[config.mk]
export PLATFORM = sky130hd
export DESIGN_NAME = mem_stage_ctrl_flat
export DESIGN_NICKNAME = d
export VERILOG_FILES = /design/src/rtl/mem_stage_if.sv /design/src/rtl/mem_stage_ctrl.sv /design/src/flat_wrapper.sv
export SDC_FILE = /design/constraint.sdc
export NUM_CORES = 1
export LEC_CHECK = 0
export ABC_AREA = 1
export CAP_MARGIN = 40
export CORE_ASPECT_RATIO = 0.75
export CORE_MARGIN = 3
export CORE_UTILIZATION = 35
export DETAILED_ROUTE_END_ITERATION = 10
export PLACE_DENSITY_LB_ADDON = 0.05
export SETUP_SLACK_MARGIN = 0.4
export SLEW_MARGIN = 0
export SYNTH_ARGS = -nofsm -noshare
export SYNTH_HDL_FRONTEND = slang
export SYNTH_SLANG_ARGS = --single-unit
[constraint.sdc]
create_clock -name clk -period 6.3 [get_ports clk]
set_input_delay 0.63 -clock clk [delete_from_list [all_inputs] [get_ports clk]]
set_output_delay 0.63 -clock clk [all_outputs]
set_load 0.01 [all_outputs]
[src/rtl/mem_stage_if.sv]
// mem_stage_if: EX/MEM inputs, data-bus handshake, writeback and fault signals of the memory stage.
// bus_err exists only when MEM_STAGE_BUS_ERR_EN is defined.
interface mem_stage_if #(parameter int WordSize = 32);
  logic                ex_valid;
  logic                ex_load;
  logic                ex_store;
  logic [4:0]          ex_rdn;
  logic [WordSize-1:0] ex_alu_out;
  logic [WordSize-1:0] ex_mem_data;
  logic                stall;
  logic                bus_req;
  logic                bus_we;
  logic [WordSize-1:0] bus_addr;
  logic [WordSize-1:0] bus_wdata;
  logic                bus_ack;
  logic [WordSize-1:0] bus_rdata;
`ifdef MEM_STAGE_BUS_ERR_EN
  logic                bus_err;
`endif
  logic                wb_valid;
  logic [4:0]          wb_rdn;
  logic [WordSize-1:0] wb_data;
  logic                fault;
  logic                fault_clr;

  modport master (
    input  ex_valid, ex_load, ex_store, ex_rdn, ex_alu_out, ex_mem_data,
    input  bus_ack, bus_rdata, fault_clr,
`ifdef MEM_STAGE_BUS_ERR_EN
    input  bus_err,
`endif
    output stall, bus_req, bus_we, bus_addr, bus_wdata,
    output wb_valid, wb_rdn, wb_data, fault
  );

  modport slave (
    output ex_valid, ex_load, ex_store, ex_rdn, ex_alu_out, ex_mem_data,
    output bus_ack, bus_rdata, fault_clr,
`ifdef MEM_STAGE_BUS_ERR_EN
    output bus_err,
`endif
    input  stall, bus_req, bus_we, bus_addr, bus_wdata,
    input  wb_valid, wb_rdn, wb_data, fault
  );
endinterface

[src/rtl/mem_stage_ctrl.sv]
// mem_stage_ctrl: sequences the EX/MEM memory op onto a single-outstanding req/ack bus, stalls upstream, times out into a sticky fault.
// Optional MEM_STAGE_BUS_ERR_EN: bus_ack with bus_err faults instead of completing.
module mem_stage_ctrl #(
  parameter int WordSize      = 32,
  parameter int TimeoutCycles = 16
) (
  input logic          clk,
  input logic          rst,
  mem_stage_if.master  m
);
  localparam int CW = $clog2(TimeoutCycles) + 1;

  typedef enum logic [1:0] {IDLE, BUSY, FAULT} state_e;

  state_e              state_q;
  logic [CW-1:0]       cnt_q;
  logic                load_q;
  logic [4:0]          rdn_q;
  logic                bus_we_q;
  logic [WordSize-1:0] bus_addr_q;
  logic [WordSize-1:0] bus_wdata_q;
  logic                wb_valid_q;
  logic [4:0]          wb_rdn_q;
  logic [WordSize-1:0] wb_data_q;
  logic                mem_op;
  logic                err_ack;
  logic                ok_ack;
  logic                tmo;

  assign mem_op = m.ex_valid & (m.ex_load | m.ex_store);
`ifdef MEM_STAGE_BUS_ERR_EN
  assign err_ack = m.bus_ack & m.bus_err;
`else
  assign err_ack = 1'b0;
`endif
  assign ok_ack = m.bus_ack & ~err_ack;
  assign tmo    = cnt_q == CW'(TimeoutCycles - 1);

  // bus_req and fault decode straight from the state register so they never glitch
  assign m.bus_req   = state_q == BUSY;
  assign m.fault     = state_q == FAULT;
  assign m.bus_we    = bus_we_q;
  assign m.bus_addr  = bus_addr_q;
  assign m.bus_wdata = bus_wdata_q;
  assign m.wb_valid  = wb_valid_q;
  assign m.wb_rdn    = wb_rdn_q;
  assign m.wb_data   = wb_data_q;

  always_comb
    m.stall = state_q == IDLE ? mem_op :
              state_q == BUSY ? ~ok_ack : ~m.fault_clr;

  always_ff @(posedge clk or posedge rst) begin
    if (rst) begin
      state_q     <= IDLE;
      cnt_q       <= '0;
      load_q      <= 1'b0;
      rdn_q       <= '0;
      bus_we_q    <= 1'b0;
      bus_addr_q  <= '0;
      bus_wdata_q <= '0;
      wb_valid_q  <= 1'b0;
      wb_rdn_q    <= '0;
      wb_data_q   <= '0;
    end else begin
      wb_valid_q <= 1'b0;
      case (state_q)
        IDLE:
          if (mem_op) begin
            state_q     <= BUSY;
            cnt_q       <= '0;
            bus_addr_q  <= m.ex_alu_out;
            bus_wdata_q <= m.ex_mem_data;
            bus_we_q    <= ~m.ex_load;
            load_q      <= m.ex_load;
            rdn_q       <= m.ex_rdn;
          end else if (m.ex_valid) begin
            wb_valid_q <= 1'b1;
            wb_rdn_q   <= m.ex_rdn;
            wb_data_q  <= m.ex_alu_out;
          end
        BUSY:
          if (ok_ack) begin
            state_q    <= IDLE;
            wb_valid_q <= load_q;
            if (load_q) begin
              wb_rdn_q  <= rdn_q;
              wb_data_q <= m.bus_rdata;
            end
          end else if (err_ack || tmo) begin
            state_q <= FAULT;
          end else begin
            cnt_q <= cnt_q + 1'b1;
          end
        FAULT:
          if (m.fault_clr) state_q <= IDLE;
        default:
          state_q <= IDLE;
      endcase
    end
  end
endmodule
[src/flat_wrapper.sv]
// flat-port wrapper written by rule: the top's interface ports become plain ports
module mem_stage_ctrl_flat 
#(
  parameter int WordSize      = 32,
  parameter int TimeoutCycles = 16
)
  (clk, rst, m_ex_valid, m_ex_load, m_ex_store, m_ex_rdn, m_ex_alu_out, m_ex_mem_data, m_bus_ack, m_bus_rdata, m_fault_clr, m_stall, m_bus_req, m_bus_we, m_bus_addr, m_bus_wdata, m_wb_valid, m_wb_rdn, m_wb_data, m_fault);
  mem_stage_if #(.WordSize(WordSize)) m_i ();
  input logic clk;
  input logic rst;
  input wire logic [$bits(m_i.ex_valid)-1:0] m_ex_valid;
  input wire logic [$bits(m_i.ex_load)-1:0] m_ex_load;
  input wire logic [$bits(m_i.ex_store)-1:0] m_ex_store;
  input wire logic [$bits(m_i.ex_rdn)-1:0] m_ex_rdn;
  input wire logic [$bits(m_i.ex_alu_out)-1:0] m_ex_alu_out;
  input wire logic [$bits(m_i.ex_mem_data)-1:0] m_ex_mem_data;
  input wire logic [$bits(m_i.bus_ack)-1:0] m_bus_ack;
  input wire logic [$bits(m_i.bus_rdata)-1:0] m_bus_rdata;
  input wire logic [$bits(m_i.fault_clr)-1:0] m_fault_clr;
  output wire logic [$bits(m_i.stall)-1:0] m_stall;
  output wire logic [$bits(m_i.bus_req)-1:0] m_bus_req;
  output wire logic [$bits(m_i.bus_we)-1:0] m_bus_we;
  output wire logic [$bits(m_i.bus_addr)-1:0] m_bus_addr;
  output wire logic [$bits(m_i.bus_wdata)-1:0] m_bus_wdata;
  output wire logic [$bits(m_i.wb_valid)-1:0] m_wb_valid;
  output wire logic [$bits(m_i.wb_rdn)-1:0] m_wb_rdn;
  output wire logic [$bits(m_i.wb_data)-1:0] m_wb_data;
  output wire logic [$bits(m_i.fault)-1:0] m_fault;
  assign m_i.ex_valid = m_ex_valid;
  assign m_i.ex_load = m_ex_load;
  assign m_i.ex_store = m_ex_store;
  assign m_i.ex_rdn = m_ex_rdn;
  assign m_i.ex_alu_out = m_ex_alu_out;
  assign m_i.ex_mem_data = m_ex_mem_data;
  assign m_i.bus_ack = m_bus_ack;
  assign m_i.bus_rdata = m_bus_rdata;
  assign m_i.fault_clr = m_fault_clr;
  assign m_stall = m_i.stall;
  assign m_bus_req = m_i.bus_req;
  assign m_bus_we = m_i.bus_we;
  assign m_bus_addr = m_i.bus_addr;
  assign m_bus_wdata = m_i.bus_wdata;
  assign m_wb_valid = m_i.wb_valid;
  assign m_wb_rdn = m_i.wb_rdn;
  assign m_wb_data = m_i.wb_data;
  assign m_fault = m_i.fault;
  mem_stage_ctrl #(.WordSize(WordSize), .TimeoutCycles(TimeoutCycles)) u_core (.clk(clk), .rst(rst), .m(m_i));
endmodule
==> results of run 1 <==
==> cells in the mapped netlist <==
cell type | instances | area share [%]
sky130_fd_sc_hd__o22ai_1 | 1 | 0.13
sky130_fd_sc_hd__nand2_2 | 1 | 0.13
sky130_fd_sc_hd__nand3_1 | 42 | 4.2
sky130_fd_sc_hd__o211ai_1 | 1 | 0.15
sky130_fd_sc_hd__buf_6 | 2 | 0.45
sky130_fd_sc_hd__nor3b_1 | 1 | 0.15
sky130_fd_sc_hd__nor2_1 | 10 | 0.75
sky130_fd_sc_hd__ha_1 | 2 | 0.50
sky130_fd_sc_hd__o21ai_0 | 27 | 2.7
sky130_fd_sc_hd__a21oi_1 | 1 | 0.10
sky130_fd_sc_hd__dfrtp_1 | 116 | 58
sky130_fd_sc_hd__o21a_1 | 1 | 0.15
sky130_fd_sc_hd__clkbuf_1 | 6 | 0.45
sky130_fd_sc_hd__buf_2 | 16 | 1.6
sky130_fd_sc_hd__nand2_1 | 358 | 27
sky130_fd_sc_hd__inv_2 | 2 | 0.15
sky130_fd_sc_hd__buf_4 | 9 | 1.4
sky130_fd_sc_hd__buf_1 | 1 | 0.075
sky130_fd_sc_hd__or2_2 | 2 | 0.25
sky130_fd_sc_hd__inv_1 | 21 | 1.6
==> cells by family after synthesis <==
logic type      after synthesis  share of synthesized area [%]
compound gates               31                          3.235
fa+ha+maj                     2                         0.5014
buf+inv                      57                          5.667
flops                       116                          58.17
simple gates                414                          32.42
==> critical path: stages (launching register included) <==
cell	delay (ps)
sky130_fd_sc_hd__dfrtp_1	390
sky130_fd_sc_hd__inv_2	80
sky130_fd_sc_hd__nand2_2	400
sky130_fd_sc_hd__inv_2	190
sky130_fd_sc_hd__buf_4	440
sky130_fd_sc_hd__clkdlybuf4s50_1	630
==> per-stage QoR <==
step / hold slack, ps / setup WS [ps] / instance area [µm²] / util [%]
final: 476.0 / 3125 / 7866 / 56.83
after global routing: 497.1 / 2850 / 7866 / 56.83
after CTS: 479.8 / 3060 / 7866 / 56.83
after detailed placement: 464.1 / 2836 / 7227 / 52.21
after global placement: 460.3 / 2959 / 7207 / 52.07
after floorplan: 449.1 / 2598 / 4990 / -
==> registers in the layout, summed over array words and instances, names as in the netlist <==
signal              cells
u_core.load_q           1
u_core.cnt_q            5
u_core.m.wb_valid       1
u_core.rdn_q            5
u_core.state_q          2
u_core.m.bus_wdata     32
u_core.m.bus_we         1
u_core.m.bus_addr      32
u_core.m.wb_data       32
u_core.m.wb_rdn         5
==> worst min-delay path by stage <==
| stage | slack, ps | endpoint | depth (start not counted) |
|---|---|---|---|
| 2_1_floorplan | 450 | u_core.cnt_q[3] | 2 |
| 3_3_place_gp | 460 | u_core.m.bus_wdata[13] | 2 |
| 3_5_place_dp | 460 | u_core.m.bus_wdata[8] | 2 |
| 4_1_cts | 480 | u_core.m.bus_wdata[3] | 2 |
| 5_1_grt | 500 | u_core.m.bus_addr[30] | 2 |
| 6_report | 480 | u_core.m.bus_wdata[3] | 2 |
==> where the power goes <==
part / internal, mW / switching, mW / total, mW
registers: 1.08 / 0.191 / 1.27
logic: 0.814 / 0.799 / 1.61
clock network: 0.677 / 0.348 / 1.02
total: 2.57 / 1.34 / 3.91
==> per-layer routing <==
| layer | GRT usage [%] | part of all wire (%) | up-vias |
|---|---|---|---|
| met5 | 0 | 0 | - |
| met4 | 6.989 | 0.93 | 0 |
| met2 | 31.37 | 48 | 131 |
| li1 | - | - | 2323 |
| met3 | 3.783 | 5.8 | 10 |
| met1 | 26.75 | 45 | 2232 |
==> cell type report <==
| cell class | count | area, µm² | area share, % |
|---|---|---|---|
| tap | 175 | 219.0 | 2.784 |
| multi-input combinational | 447 | 1827 | 23.22 |
| clock buffer | 22 | 494.2 | 6.283 |
| sequential | 116 | 2903 | 36.90 |
| clock inverter | 10 | 145.1 | 1.845 |
| timing repair buffer | 219 | 2190 | 27.84 |
| inverter | 23 | 88.84 | 1.129 |
==> metrics.txt, run 1 <==
number of warning messages in the yosys log 0; Synthesized Nets 730; Period minus WS final 3175 ps; CTS Sinks 116; H-tree Lvls 4; top-level I/O count 214; horizontal extent of the die 143.9 µm; clock-pin slew of the registers on the worst-case setup and hold paths 50 ps; DIE HEIGHT 109.4 µm; global-route usage over all layers 19.61%; number of buffers created by CTS 17; number of unique standard cell types used by synthesis 20; Post-Place Cells 980; total design power 3.912 mW; leakage dissipation 3.889 nW; final critical-path share of the clock period 50.39%; setup TNS 0 ps; first-pass GRT wire length 24.12 mm; data required time at the worst endpoint 5670 ps; DP Wirelength 10.24 mm; post-synthesis to final-layout area growth 57.65%; largest vdd supply drop 341.2 µV; final wirelength 15.06 mm; number of cells upsized or downsized after cts 0; count of TritonRoute iterations in the first routing pass 4; area inside the core boundary 13840 µm²; effective utilization at floorplan 36.05%; CTS hold repair buffers 0; residual DRC count 0; top library cells by usage in the layout, fill and taps aside sky130_fd_sc_hd__nand2_1 (358), sky130_fd_sc_hd__clkdlybuf4s50_1 (213), sky130_fd_sc_hd__dfrtp_1 (116), sky130_fd_sc_hd__nand3_1 (39), sky130_fd_sc_hd__o21ai_0 (27); depth of the worst register-to-register path 8; synthesized netlist cell count 620; via count of the first global-routing pass 4739; FMAX 315.0 MHz; filler cell count in the final layout 1237; Layout Nets 934; Clock Skews 5.955 ps; endpoint of the most critical register-to-register path u_core.m.wb_data[21]; Worst R2R Setup Slack 3250 ps; proportion of layout cells with a drive suffix above 1 5.735%; Post-Synthesis Mean Instance Area 8.048 µm²; remaining number of nets flagged by the antenna check after routing 0; Startpoint Class register; Power per Cell Area 497.3 nW/µm²; n_diodes 0; Final Wtd Congestion 0.7705; post-synthesis instance area 4990 µm²; number of standard cells in the layout, taps in and fillers out 1012; initial antenna violation count 0; Synth Register Bits 116; reg-to-reg startpoint u_core.state_q[1]; launching instance or port of the critical path u_core.state_q[1]; Setup Fix Bufs, Post-CTS 0; CTS tree built; final setup violating endpoints 0; max-capacitance violation count 0; routed length per placed instance 14.88 µm; Via Count 4696; drt first-iter violations 286; maximum number of pins on one net before global-route repair 77; termination of the worst setup path m_bus_req; count of final hold-check violations 0; fraction of the yosys area taken by sequential cells 58.17%; Hold Startpoint u_core.m.bus_wdata[3]; slew of the pin with the lowest slew margin 850.5 ps; cell at the root of the clock tree sky130_fd_sc_hd__clkbuf_16; maximum buffer depth of the clock tree 2; CP Max Fanout 44; kind of critical path register to output port; HP Class register to register; source-to-sink clock delay at the later pin of the worst-skew pair 410 ps; Worst Setup End Kind output port; outcome completed; crit path DAT 2540 ps; unrepaired setup endpoints after global routing false; Avg Vias per Cell 4.640; most common cell after layout, fill and taps aside sky130_fd_sc_hd__nand2_1; Final Slew Violations 0; gr ovfl total 0; Die Outline Area 15740 µm²; Cell Rows 37; number of buffers added on ports 213; relative slew slack 43.23%
Note: power is estimated with default switching activity, not from simulation.
==> inputs of run 2 (changes only) <==
==> constraint.sdc (replaced) <==
create_clock -name clk -period 3.05 [get_ports clk]
set_input_delay 0.305 -clock clk [delete_from_list [all_inputs] [get_ports clk]]
set_output_delay 0.305 -clock clk [all_outputs]
set_load 0.01 [all_outputs]
==> metrics.txt, run 2 (synthesized netlist as in run 1, its figures left out) <==
number of buffers created by CTS 17 (unchanged); slew of the pin with the lowest slew margin 766.9 ps (-83.62 ps); effective utilization at floorplan 36.05% (unchanged); switching share of total power 34.80% (+0.61 points); final wirelength 15.52 mm (+3.1%); depth of the worst register-to-register path 8 (unchanged); slowest stage cell, crit path sky130_fd_sc_hd__clkdlybuf4s50_1; global-route usage over all layers 20.00% (+0.39 points); routed length per placed instance 15.23 µm (+2.4%); leakage dissipation 3.917 nW (+0.73%); crit path DAT 2140 ps (-400 ps); final critical-path share of the clock period 80.07%; Setup Fix Bufs, Post-CTS 0 (unchanged); Worst R2R Setup Slack 820 ps (-2430 ps); crit-path leading delay family buffers and inverters; Period minus WS final 2442 ps; CP Max Fanout 25 (-43%); outcome completed; via count of the first global-routing pass 4670 (-1.5%); clock network fraction of design power 25.7% (-0.5 points); number of stages on the worst setup path 4 (-1); proportion of layout cells with a drive suffix above 1 6.517% (+0.78 points); remaining number of nets flagged by the antenna check after routing 0 (unchanged); Die Outline Area 15740 µm² (unchanged); P_sw 2.824 mW (+110%); clock-pin slew of the registers on the worst-case setup and hold paths 60 ps (about the same); launching instance or port of the critical path u_core.state_q[1]; area inside the core boundary 13840 µm² (unchanged); unrepaired setup endpoints after global routing false; Via Count 4694 (-0.043%); register share of total power 32.6% (about the same); n_diodes 0 (unchanged); FMAX 409.5 MHz; drt first-iter violations 392 (+37%); most common cell after layout, fill and taps aside sky130_fd_sc_hd__nand2_1; number of standard cells in the layout, taps in and fillers out 1019 (+0.69%); HP Class input pin to asynchronous set/reset pin; crit path buf inv count 3 (-1); CTS hold repair buffers 0 (unchanged); source-to-sink clock delay at the later pin of the worst-skew pair 400 ps (about the same); horizontal extent of the die 143.9 µm (unchanged); max-capacitance violation count 0 (unchanged); Gate power share 41.7% (+0.5 points); cell at the root of the clock tree sky130_fd_sc_hd__clkbuf_16; Final Wtd Congestion 0.7865 (+2.1%); residual DRC count 0 (unchanged); number of cells upsized or downsized after cts 0 (unchanged); H-tree Lvls 4 (unchanged); relative slew slack 48.77% (+5.5 points); DIE HEIGHT 109.4 µm (unchanged); count of TritonRoute iterations in the first routing pass 5 (+1); Layout Nets 941 (+0.75%); endpoint of the most critical register-to-register path u_core.m.wb_data[6]; maximum number of pins on one net before global-route repair 52 (-32%); largest stage delay on the critical path 660 ps (+30 ps); termination of the worst setup path m_bus_req; setup TNS 0 ps (unchanged); reg-to-reg startpoint u_core.state_q[1]; Post-Place Cells 987 (+0.71%); CTS tree built; filler cell count in the final layout 1253 (+1.3%); Avg Vias per Cell 4.606 (-0.73%); Post-Route Hold Slack 388.0 ps (-87.93 ps); maximum buffer depth of the clock tree 2 (unchanged); gr ovfl total 0 (unchanged); largest vdd supply drop 462.7 µV (+36%); top-level I/O count 214 (unchanged); top library cells by usage in the layout, fill and taps aside sky130_fd_sc_hd__nand2_1 (358), sky130_fd_sc_hd__clkdlybuf4s50_1 (213), sky130_fd_sc_hd__dfrtp_1 (116), sky130_fd_sc_hd__nand3_1 (39), sky130_fd_sc_hd__o21ai_0 (27); post-synthesis to final-layout area growth 58.93%; final setup violating endpoints 0 (unchanged); number of buffers added on ports 213 (unchanged); Power per Cell Area 1023 nW/µm² (+110%); dominant cell type by count on the critical path sky130_fd_sc_hd__inv_2; initial antenna violation count 0 (unchanged); Worst Setup End Kind output port; crit-path cells inv_2 -> nand2_2 -> inv_2 -> clkdlybuf4s50_1; Cell Rows 37 (unchanged); DP Wirelength 11.20 mm (+9.4%); first-pass GRT wire length 24.52 mm (+1.7%); kind of critical path register to output port; Final Slew Violations 0 (unchanged); Startpoint Class register; data required time at the worst endpoint 2740 ps (-2930 ps); Clock Skews 8.173 ps (+2.218 ps); Internal Dissipation 5.291 mW (+110%); count of final hold-check violations 0 (unchanged); CTS Sinks 116 (unchanged)
## run 2: changes by cell type in the layout (fill, tap and decap cells not counted), sizes merged
cell	change
buf	+7
clkbuf	-3
inv	+2
clkinvlp	+1
## run 2: how the worst min path moves through the flow
stage / from / endpoint / slack (ps)
2_1_floorplan: m_fault_clr / u_core.state_q[1] / 410
3_3_place_gp: u_core.m.bus_wdata[12] / u_core.m.bus_wdata[12] / 460
3_5_place_dp: u_core.m.bus_addr[27] / u_core.m.bus_addr[27] / 460
4_1_cts: rst / u_core.m.wb_rdn[1] / 420
5_1_grt: rst / u_core.m.bus_wdata[20] / 430
6_report: rst / u_core.m.bus_wdata[26] / 390
## run 2: stage by stage
step | total power [mW] | area (µm²) | setup slack (ps) | utilization (%)
final | 8.115 | 7930 | 607.9 | 57.29
after detailed placement | 6.082 | 7306 | 823.3 | 52.78
after global routing | 8.681 | 7930 | 470.3 | 57.29
after floorplan | 4.171 | 4994 | 1332 | -
after global placement | 6.022 | 7306 | 896.6 | 52.78
after CTS | 8.217 | 7930 | 568.5 | 57.29
## run 2: area by class of cell
| class | count | area [µm²] | share of cell area (%) |
|---|---|---|---|
| sequential | 116 | 2903 | 36.60 |
| timing repair buffer | 226 | 2267 | 28.59 |
| multi-input combinational | 447 | 1827 | 23.04 |
| clock buffer | 19 | 452.9 | 5.712 |
| tap | 175 | 219.0 | 2.761 |
| clock inverter | 13 | 171.4 | 2.162 |
| inverter | 23 | 90.09 | 1.136 |
## run 2: power groups by stage
stage	Clock, mW	Sequential (mW)	Combinational [mW]
global placement	0	2.64	3.38
CTS	2.13	2.65	3.44
global route	2.19	2.73	3.75
detailed placement	0	2.65	3.43
finish	2.09	2.65	3.38
floorplan	0	2.91	1.27
## run 2: routing by layer
layer	global-route usage, %	up-vias	share of wire (%)
met3	5.478	8	6.4
met1	28.49	2183	48
met4	4.973	0	0.82
met2	30.38	173	45
met5	0	-	0
li1	-	2330	-
## run 2: worst reg2reg max path: cells and delay by family, from the launching register on
family	cells	cell delay, ps
AND/OR/NAND/NOR	5	1040
flip-flops	1	390
buffers and inverters	3	740
